**src/rtl/dds_multi_core.sv**
```systemverilog
// Multi-channel DDS: per-channel phase accumulators with shadow/active register banks,
// a global coherent update strobe, linear frequency sweep and saturating gain/offset.
module dds_multi_core #(
    parameter int NUM_CH    = 2,
    parameter int ACC_W     = 28,
    parameter int PHASE_W   = 12,
    parameter int OUT_W     = 8,
    parameter int SWEEP_DIV = 256,
    localparam int CH_W     = (NUM_CH > 1) ? $clog2(NUM_CH) : 1
) (
    input  logic                    clk,
    input  logic                    rst,
    input  logic                    wr_en,
    input  logic [CH_W-1:0]         wr_ch,
    input  logic [2:0]              wr_addr,
    input  logic [ACC_W-1:0]        wr_data,
    input  logic                    update,
    output logic [NUM_CH*OUT_W-1:0] dds_output,
    output logic [NUM_CH-1:0]       wrap
);
    localparam int CNT_W = (SWEEP_DIV > 1) ? $clog2(SWEEP_DIV) : 1;

    logic [ACC_W-1:0]   sh_freq_q  [NUM_CH];
    logic [ACC_W-1:0]   sh_freq_d  [NUM_CH];
    logic [PHASE_W-1:0] sh_phase_q [NUM_CH];
    logic [PHASE_W-1:0] sh_phase_d [NUM_CH];
    logic [1:0]         sh_mode_q  [NUM_CH];
    logic [1:0]         sh_mode_d  [NUM_CH];
    logic [7:0]         sh_gain_q  [NUM_CH];
    logic [7:0]         sh_gain_d  [NUM_CH];
    logic [OUT_W-1:0]   sh_off_q   [NUM_CH];
    logic [OUT_W-1:0]   sh_off_d   [NUM_CH];
    logic [ACC_W-1:0]   sh_step_q  [NUM_CH];
    logic [ACC_W-1:0]   sh_step_d  [NUM_CH];
    logic [ACC_W-1:0]   sh_lim_q   [NUM_CH];
    logic [ACC_W-1:0]   sh_lim_d   [NUM_CH];
    logic               sh_en_q    [NUM_CH];
    logic               sh_en_d    [NUM_CH];
    logic               sh_clr_q   [NUM_CH];
    logic               sh_clr_d   [NUM_CH];

    logic [ACC_W-1:0]   act_freq_q  [NUM_CH];
    logic [PHASE_W-1:0] act_phase_q [NUM_CH];
    logic [1:0]         act_mode_q  [NUM_CH];
    logic [7:0]         act_gain_q  [NUM_CH];
    logic [OUT_W-1:0]   act_off_q   [NUM_CH];
    logic [ACC_W-1:0]   act_step_q  [NUM_CH];
    logic [ACC_W-1:0]   act_lim_q   [NUM_CH];
    logic               act_en_q    [NUM_CH];
    logic [ACC_W-1:0]   start_q     [NUM_CH];

    logic [ACC_W-1:0]   acc_q      [NUM_CH];
    logic [ACC_W:0]     acc_sum    [NUM_CH];
    logic [ACC_W:0]     sweep_sum  [NUM_CH];
    logic [PHASE_W-1:0] phase_p0   [NUM_CH];
    logic [OUT_W-1:0]   wave_p0    [NUM_CH];
    logic [OUT_W-1:0]   wave_p1_q  [NUM_CH];
    logic [NUM_CH*OUT_W-1:0] out_p2_q;
    logic [NUM_CH-1:0]  wrap_q;
    logic [CNT_W-1:0]   cnt_q;
    logic               tick;

    function automatic logic [OUT_W-1:0] wave_f(input logic [PHASE_W-1:0] p, input logic [1:0] mode);
        logic [OUT_W-1:0] tri_w;
        tri_w = p[PHASE_W-2 -: OUT_W];
        case (mode)
            2'd0:    return p[PHASE_W-1 -: OUT_W];
            2'd1:    return p[PHASE_W-1] ? ~tri_w : tri_w;
            2'd2:    return {OUT_W{p[PHASE_W-1]}};
            default: return '0;
        endcase
    endfunction

    // gain is unsigned Q1.7, so 128 passes the wave through unchanged
    function automatic logic [OUT_W-1:0] scale_sat(input logic [OUT_W-1:0] w, input logic [7:0] g,
                                                   input logic [OUT_W-1:0] off);
        logic [OUT_W+7:0] prod;
        logic [OUT_W+8:0] sum;
        prod = (OUT_W+8)'(w) * (OUT_W+8)'(g);
        sum  = (OUT_W+9)'(prod >> 7) + (OUT_W+9)'(off);
        if (sum > (OUT_W+9)'({OUT_W{1'b1}})) return '1;
        return sum[OUT_W-1:0];
    endfunction

    assign tick = (cnt_q == CNT_W'(SWEEP_DIV - 1));

    always_comb begin
        for (int k = 0; k < NUM_CH; k++) begin
            sh_freq_d[k]  = sh_freq_q[k];
            sh_phase_d[k] = sh_phase_q[k];
            sh_mode_d[k]  = sh_mode_q[k];
            sh_gain_d[k]  = sh_gain_q[k];
            sh_off_d[k]   = sh_off_q[k];
            sh_step_d[k]  = sh_step_q[k];
            sh_lim_d[k]   = sh_lim_q[k];
            sh_en_d[k]    = sh_en_q[k];
            sh_clr_d[k]   = sh_clr_q[k];
            // out-of-range channel numbers never match any k, so they are dropped
            if (wr_en && (int'(wr_ch) == k)) begin
                case (wr_addr)
                    3'd0:    sh_freq_d[k]  = wr_data;
                    3'd1:    sh_phase_d[k] = wr_data[PHASE_W-1:0];
                    3'd2:    sh_mode_d[k]  = wr_data[1:0];
                    3'd3:    sh_gain_d[k]  = wr_data[7:0];
                    3'd4:    sh_off_d[k]   = wr_data[OUT_W-1:0];
                    3'd5:    sh_step_d[k]  = wr_data;
                    3'd6:    sh_lim_d[k]   = wr_data;
                    default: begin
                        sh_en_d[k]  = wr_data[0];
                        sh_clr_d[k] = wr_data[1];
                    end
                endcase
            end
            acc_sum[k]   = {1'b0, acc_q[k]} + {1'b0, act_freq_q[k]};
            sweep_sum[k] = {1'b0, act_freq_q[k]} + {1'b0, act_step_q[k]};
            phase_p0[k]  = acc_q[k][ACC_W-1 -: PHASE_W] + act_phase_q[k];
            wave_p0[k]   = wave_f(phase_p0[k], act_mode_q[k]);
        end
    end

    always_ff @(posedge clk or posedge rst) begin
        if (rst) begin
            cnt_q    <= '0;
            out_p2_q <= '0;
            wrap_q   <= '0;
            for (int k = 0; k < NUM_CH; k++) begin
                sh_freq_q[k]   <= '0;
                sh_phase_q[k]  <= '0;
                sh_mode_q[k]   <= '0;
                sh_gain_q[k]   <= 8'd128;
                sh_off_q[k]    <= '0;
                sh_step_q[k]   <= '0;
                sh_lim_q[k]    <= '0;
                sh_en_q[k]     <= 1'b0;
                sh_clr_q[k]    <= 1'b0;
                act_freq_q[k]  <= '0;
                act_phase_q[k] <= '0;
                act_mode_q[k]  <= '0;
                act_gain_q[k]  <= 8'd128;
                act_off_q[k]   <= '0;
                act_step_q[k]  <= '0;
                act_lim_q[k]   <= '0;
                act_en_q[k]    <= 1'b0;
                start_q[k]     <= '0;
                acc_q[k]       <= '0;
                wave_p1_q[k]   <= '0;
            end
        end else begin
            cnt_q <= (update || tick) ? '0 : cnt_q + 1'b1;
            for (int k = 0; k < NUM_CH; k++) begin
                sh_freq_q[k]  <= sh_freq_d[k];
                sh_phase_q[k] <= sh_phase_d[k];
                sh_mode_q[k]  <= sh_mode_d[k];
                sh_gain_q[k]  <= sh_gain_d[k];
                sh_off_q[k]   <= sh_off_d[k];
                sh_step_q[k]  <= sh_step_d[k];
                sh_lim_q[k]   <= sh_lim_d[k];
                sh_en_q[k]    <= sh_en_d[k];
                sh_clr_q[k]   <= sh_clr_d[k] && !update;

                if (update && sh_clr_d[k]) begin
                    acc_q[k]  <= '0;
                    wrap_q[k] <= 1'b0;
                end else begin
                    acc_q[k]  <= acc_sum[k][ACC_W-1:0];
                    wrap_q[k] <= acc_sum[k][ACC_W];
                end

                // update takes priority over a coincident sweep tick
                if (update) begin
                    act_freq_q[k]  <= sh_freq_d[k];
                    act_phase_q[k] <= sh_phase_d[k];
                    act_mode_q[k]  <= sh_mode_d[k];
                    act_gain_q[k]  <= sh_gain_d[k];
                    act_off_q[k]   <= sh_off_d[k];
                    act_step_q[k]  <= sh_step_d[k];
                    act_lim_q[k]   <= sh_lim_d[k];
                    act_en_q[k]    <= sh_en_d[k];
                    start_q[k]     <= sh_freq_d[k];
                end else if (tick && act_en_q[k]) begin
                    act_freq_q[k] <= (sweep_sum[k] > {1'b0, act_lim_q[k]}) ? start_q[k]
                                                                          : sweep_sum[k][ACC_W-1:0];
                end

                // stage 1: wave register
                wave_p1_q[k] <= wave_p0[k];
                // stage 2: scaled sample register
                out_p2_q[k*OUT_W +: OUT_W] <= scale_sat(wave_p1_q[k], act_gain_q[k], act_off_q[k]);
            end
        end
    end

    assign dds_output = out_p2_q;
    assign wrap       = wrap_q;
endmodule

```
**config.mk**
```make
export PLATFORM = sky130hd
export DESIGN_NAME = dds_multi_core
export DESIGN_NICKNAME = d
export VERILOG_FILES = /design/src/rtl/dds_multi_core.sv
export SDC_FILE = /design/constraint.sdc
export NUM_CORES = 2
export LEC_CHECK = 0
export BUFFER_PORTS_ARGS = -buffer_cell sky130_fd_sc_hd__buf_4
export CAP_MARGIN = 15
export CORE_UTILIZATION = 55
export CTS_BUF_LIST = sky130_fd_sc_hd__clkbuf_8
export DETAILED_ROUTE_END_ITERATION = 12
export PLACE_DENSITY = 0.69
export SLEW_MARGIN = 20
export SYNTH_ARGS = -nofsm -noshare
export SYNTH_HDL_FRONTEND = slang
export SYNTH_SLANG_ARGS = --single-unit
```
**constraint.sdc**
```tcl
create_clock -name clk -period 59.4 [get_ports clk]
set_clock_uncertainty 0.2 [all_clocks]
set_input_delay 11.88 -clock clk [delete_from_list [all_inputs] [get_ports clk]]
set_output_delay 11.88 -clock clk [all_outputs]
set_load 0.02 [all_outputs]
```
==> results.yml <==
yosys:
  seq_area_frac_synth_pct: 43.9
  ys_types: 87
  ys_ff_latch: 616
  syn_inst: 3406
  synth_async_sr_flop_share_pct: 100
  avgSynthCellArea_um2: 10.3
  synth_nets: 3791
  synth_area_um2: 35100
  synth_edf_count: 0
  synthFlopType: "dfrtp_1"
  yosys_warnings: 0
critical_path:
  critPathCaptureType: "flip-flop"
  reg2regPathDepth: 22
  rr_startpoint: "act_freq_q[28]"
  r2r_setup_slack_ps: 52310
  criticalPathCategory: "input pin to flip-flop"
  cp-start-kind: "input pin"
  crit_fanout: 111
  worstPathArrival_ps: 15630
  cp_data_required_time_ps: 59810
  crit_start: "update"
  r2r_end: "act_freq_q[31]"
floorplan:
  start_util_pct: 55.7
  ios: 54
  die-area_um2: 64900
  die_x_um: 255
  die_y_um: 255
  rows: 92
  core_area_um2: 63100
detailed_routing:
  first_pass_iters: 6
  avgViaCountPerCell: 5.68
  drt_iter0_markers: 1574
  totalWireLength_um: 82700
  wl_per_cell_um: 18.8
  ant_nets: 0
  drc_errors: 0
  vias: 25028
global_routing:
  grt_pass1_vias: 25664
  antenna_found_initial: 4
  grt_pass1_wl_um: 134000
  overflow: 0
  track_usage_pct: 26.3
  grt_max_degree: 195
timing:
  setup_viol: 0
  fmax_mhz: 65.7
  worst_slack_ps: 44170
  slew_viol_final: 0
  hold_slack_ps: 271
  final.min_clock_period_ps: 15230
  fin_setup_tns_ps: 0
  post-route-period-util_pct: 25.6
  tightest_slew_ps: 1080
  finalHoldViolCount: 0
  rsz0062_at_grt: "false"
  maxSlewHeadroom_pct: 27.8
final_layout:
  syn_to_final_growth_pct: 9.81
  nNetsFinal: 3858
  n_fill_cell: 5258
  drive_gt1_share_pct: 15.0
  final_cell_area_um2: 38600
placed_design:
  placed_cell_area_um2: 36400
  dpl_worst_slack_ps: 43470
  place_congestion: 0.895
  io_buffers: 53
  dpl.hpwl_um: 57800
clock_tree:
  post_cts_resize_count: 0
  clkSlewWorstSetupHoldPaths_ps: 70
  clock_sinks: 616
  clockBufferDepth: 3
  htreeDepth: 3
  cts_made_buffers: 100
  cts_tree: "yes"
  cts_root_buffer: "clkbuf_8"
  clkLatencyLatePin_ps: 740
  post_cts_buffers: 0
  cts-hold-fix-buffers: 0
worst_hold_path:
  hp-start: "start_q[6]"
  min_path_cells: 1
  worst_hold_path_type: "flip-flop to flip-flop"
  min_to: "start_q[6]"
status:
  outcome: "finished, final reports clean"
flow_run:
  drv_cap: 0
## worst max-delay path: stages
cell and delay (ps):
buf_8 490, clkinv_2 940, nand2_1 750, o21ai_2 100, buf_4 280, inv_1 250
nand2_1 480, a21oi_1 280, a21oi_1 90
## stage by stage
step | utilization, % | instances
after global routing | 61.2 | 4403
after floorplan | - | 3406
after CTS | 61.2 | 4402
after global placement | 57.7 | 4217
final | 61.2 | 4405
after detailed placement | 57.7 | 4217
## how the worst max path moves through the flow
stage | endpoint | slack, ps | depth (start not counted)
6_report | act_freq_q[55] | 44170 | 9
5_1_grt | act_freq_q[55] | 43840 | 9
4_1_cts | act_freq_q[55] | 44210 | 9
3_5_place_dp | act_freq_q[55] | 43470 | 9
3_3_place_gp | act_freq_q[55] | 43490 | 9
2_1_floorplan | acc_q[0] | 30080 | 1
## layout make-up
class                           instances  area [um2]  share of cell area [%]
Sequential cell                       616       15400                    40.0
Clock buffer                          132        1820                    4.71
Timing Repair Buffer                   72         589                    1.53
Tap cell                              846        1060                    2.74
Inverter                              217         823                    2.13
Antenna cell                            3        7.51                  0.0195
Clock inverter                         53         368                   0.953
Multi-Input combinational cell       2466       18500                    48.0
## state kept, by name (all words and copies together) (netlist names), 24 cells and up
name         flops
act_lim_q       56
act_freq_q      56
acc_q           56
sh_phase_q      24
start_q         56
sh_step_q       56
act_phase_q     24
sh_lim_q        56
act_step_q      56
sh_freq_q       56
## cells by family (layout without fill, tap and decap cells)
kind of cell / after synthesis / count (layout) / share of synthesized area (%)
buffers and inverters: 324 / 474 / 3.53
AND/OR/NAND/NOR: 1020 / 1020 / 13.2
multiplexers: 327 / 327 / 10.3
other: 0 / 3 / 0
XOR/XNOR: 145 / 145 / 3.66
AO/OA/AOI/OAI: 623 / 623 / 11.3
adder cells (fa/ha/maj): 351 / 351 / 14.1
flip-flops: 616 / 616 / 43.9
## cells in the mapped netlist (all sizes together) (54+ instances only)
cell type / instances / area share, %
dfrtp: 612 / 44
nor2: 467 / 5.0
ha: 273 / 9.7
mux2: 267 / 8.6
nand2: 224 / 2.4
inv: 216 / 2.3
o21ai: 208 / 3.0
a21oi: 140 / 2.0
and2: 123 / 2.2
xnor2: 98 / 2.4
clkbuf: 93 / 1.0
fa: 76 / 4.3
mux2i: 60 / 1.7
a21o: 54 / 1.2
## layer usage
metal,track usage [%],part of all wire [%],up-vias
met4,9.24,3.2,4
met2,44.0,48,559
met1,34.7,44,12455
li1,-,-,11851
met3,4.03,4.6,159
met5,0,0.033,-
## placed cells by master, fill, tap and decap left out, drive strengths merged, types with 54 or more instances in the layout
master	n
dfrtp	612
nor2	467
ha	273
mux2	267
inv	246
nand2	224
o21ai	208
a21oi	140
clkbuf	132
and2	123
xnor2	98
fa	76
buf	72
mux2i	60
a21o	54
Power is not shown: default switching activity piles up to over one toggle a cycle in this logic, so the estimate is an artifact.
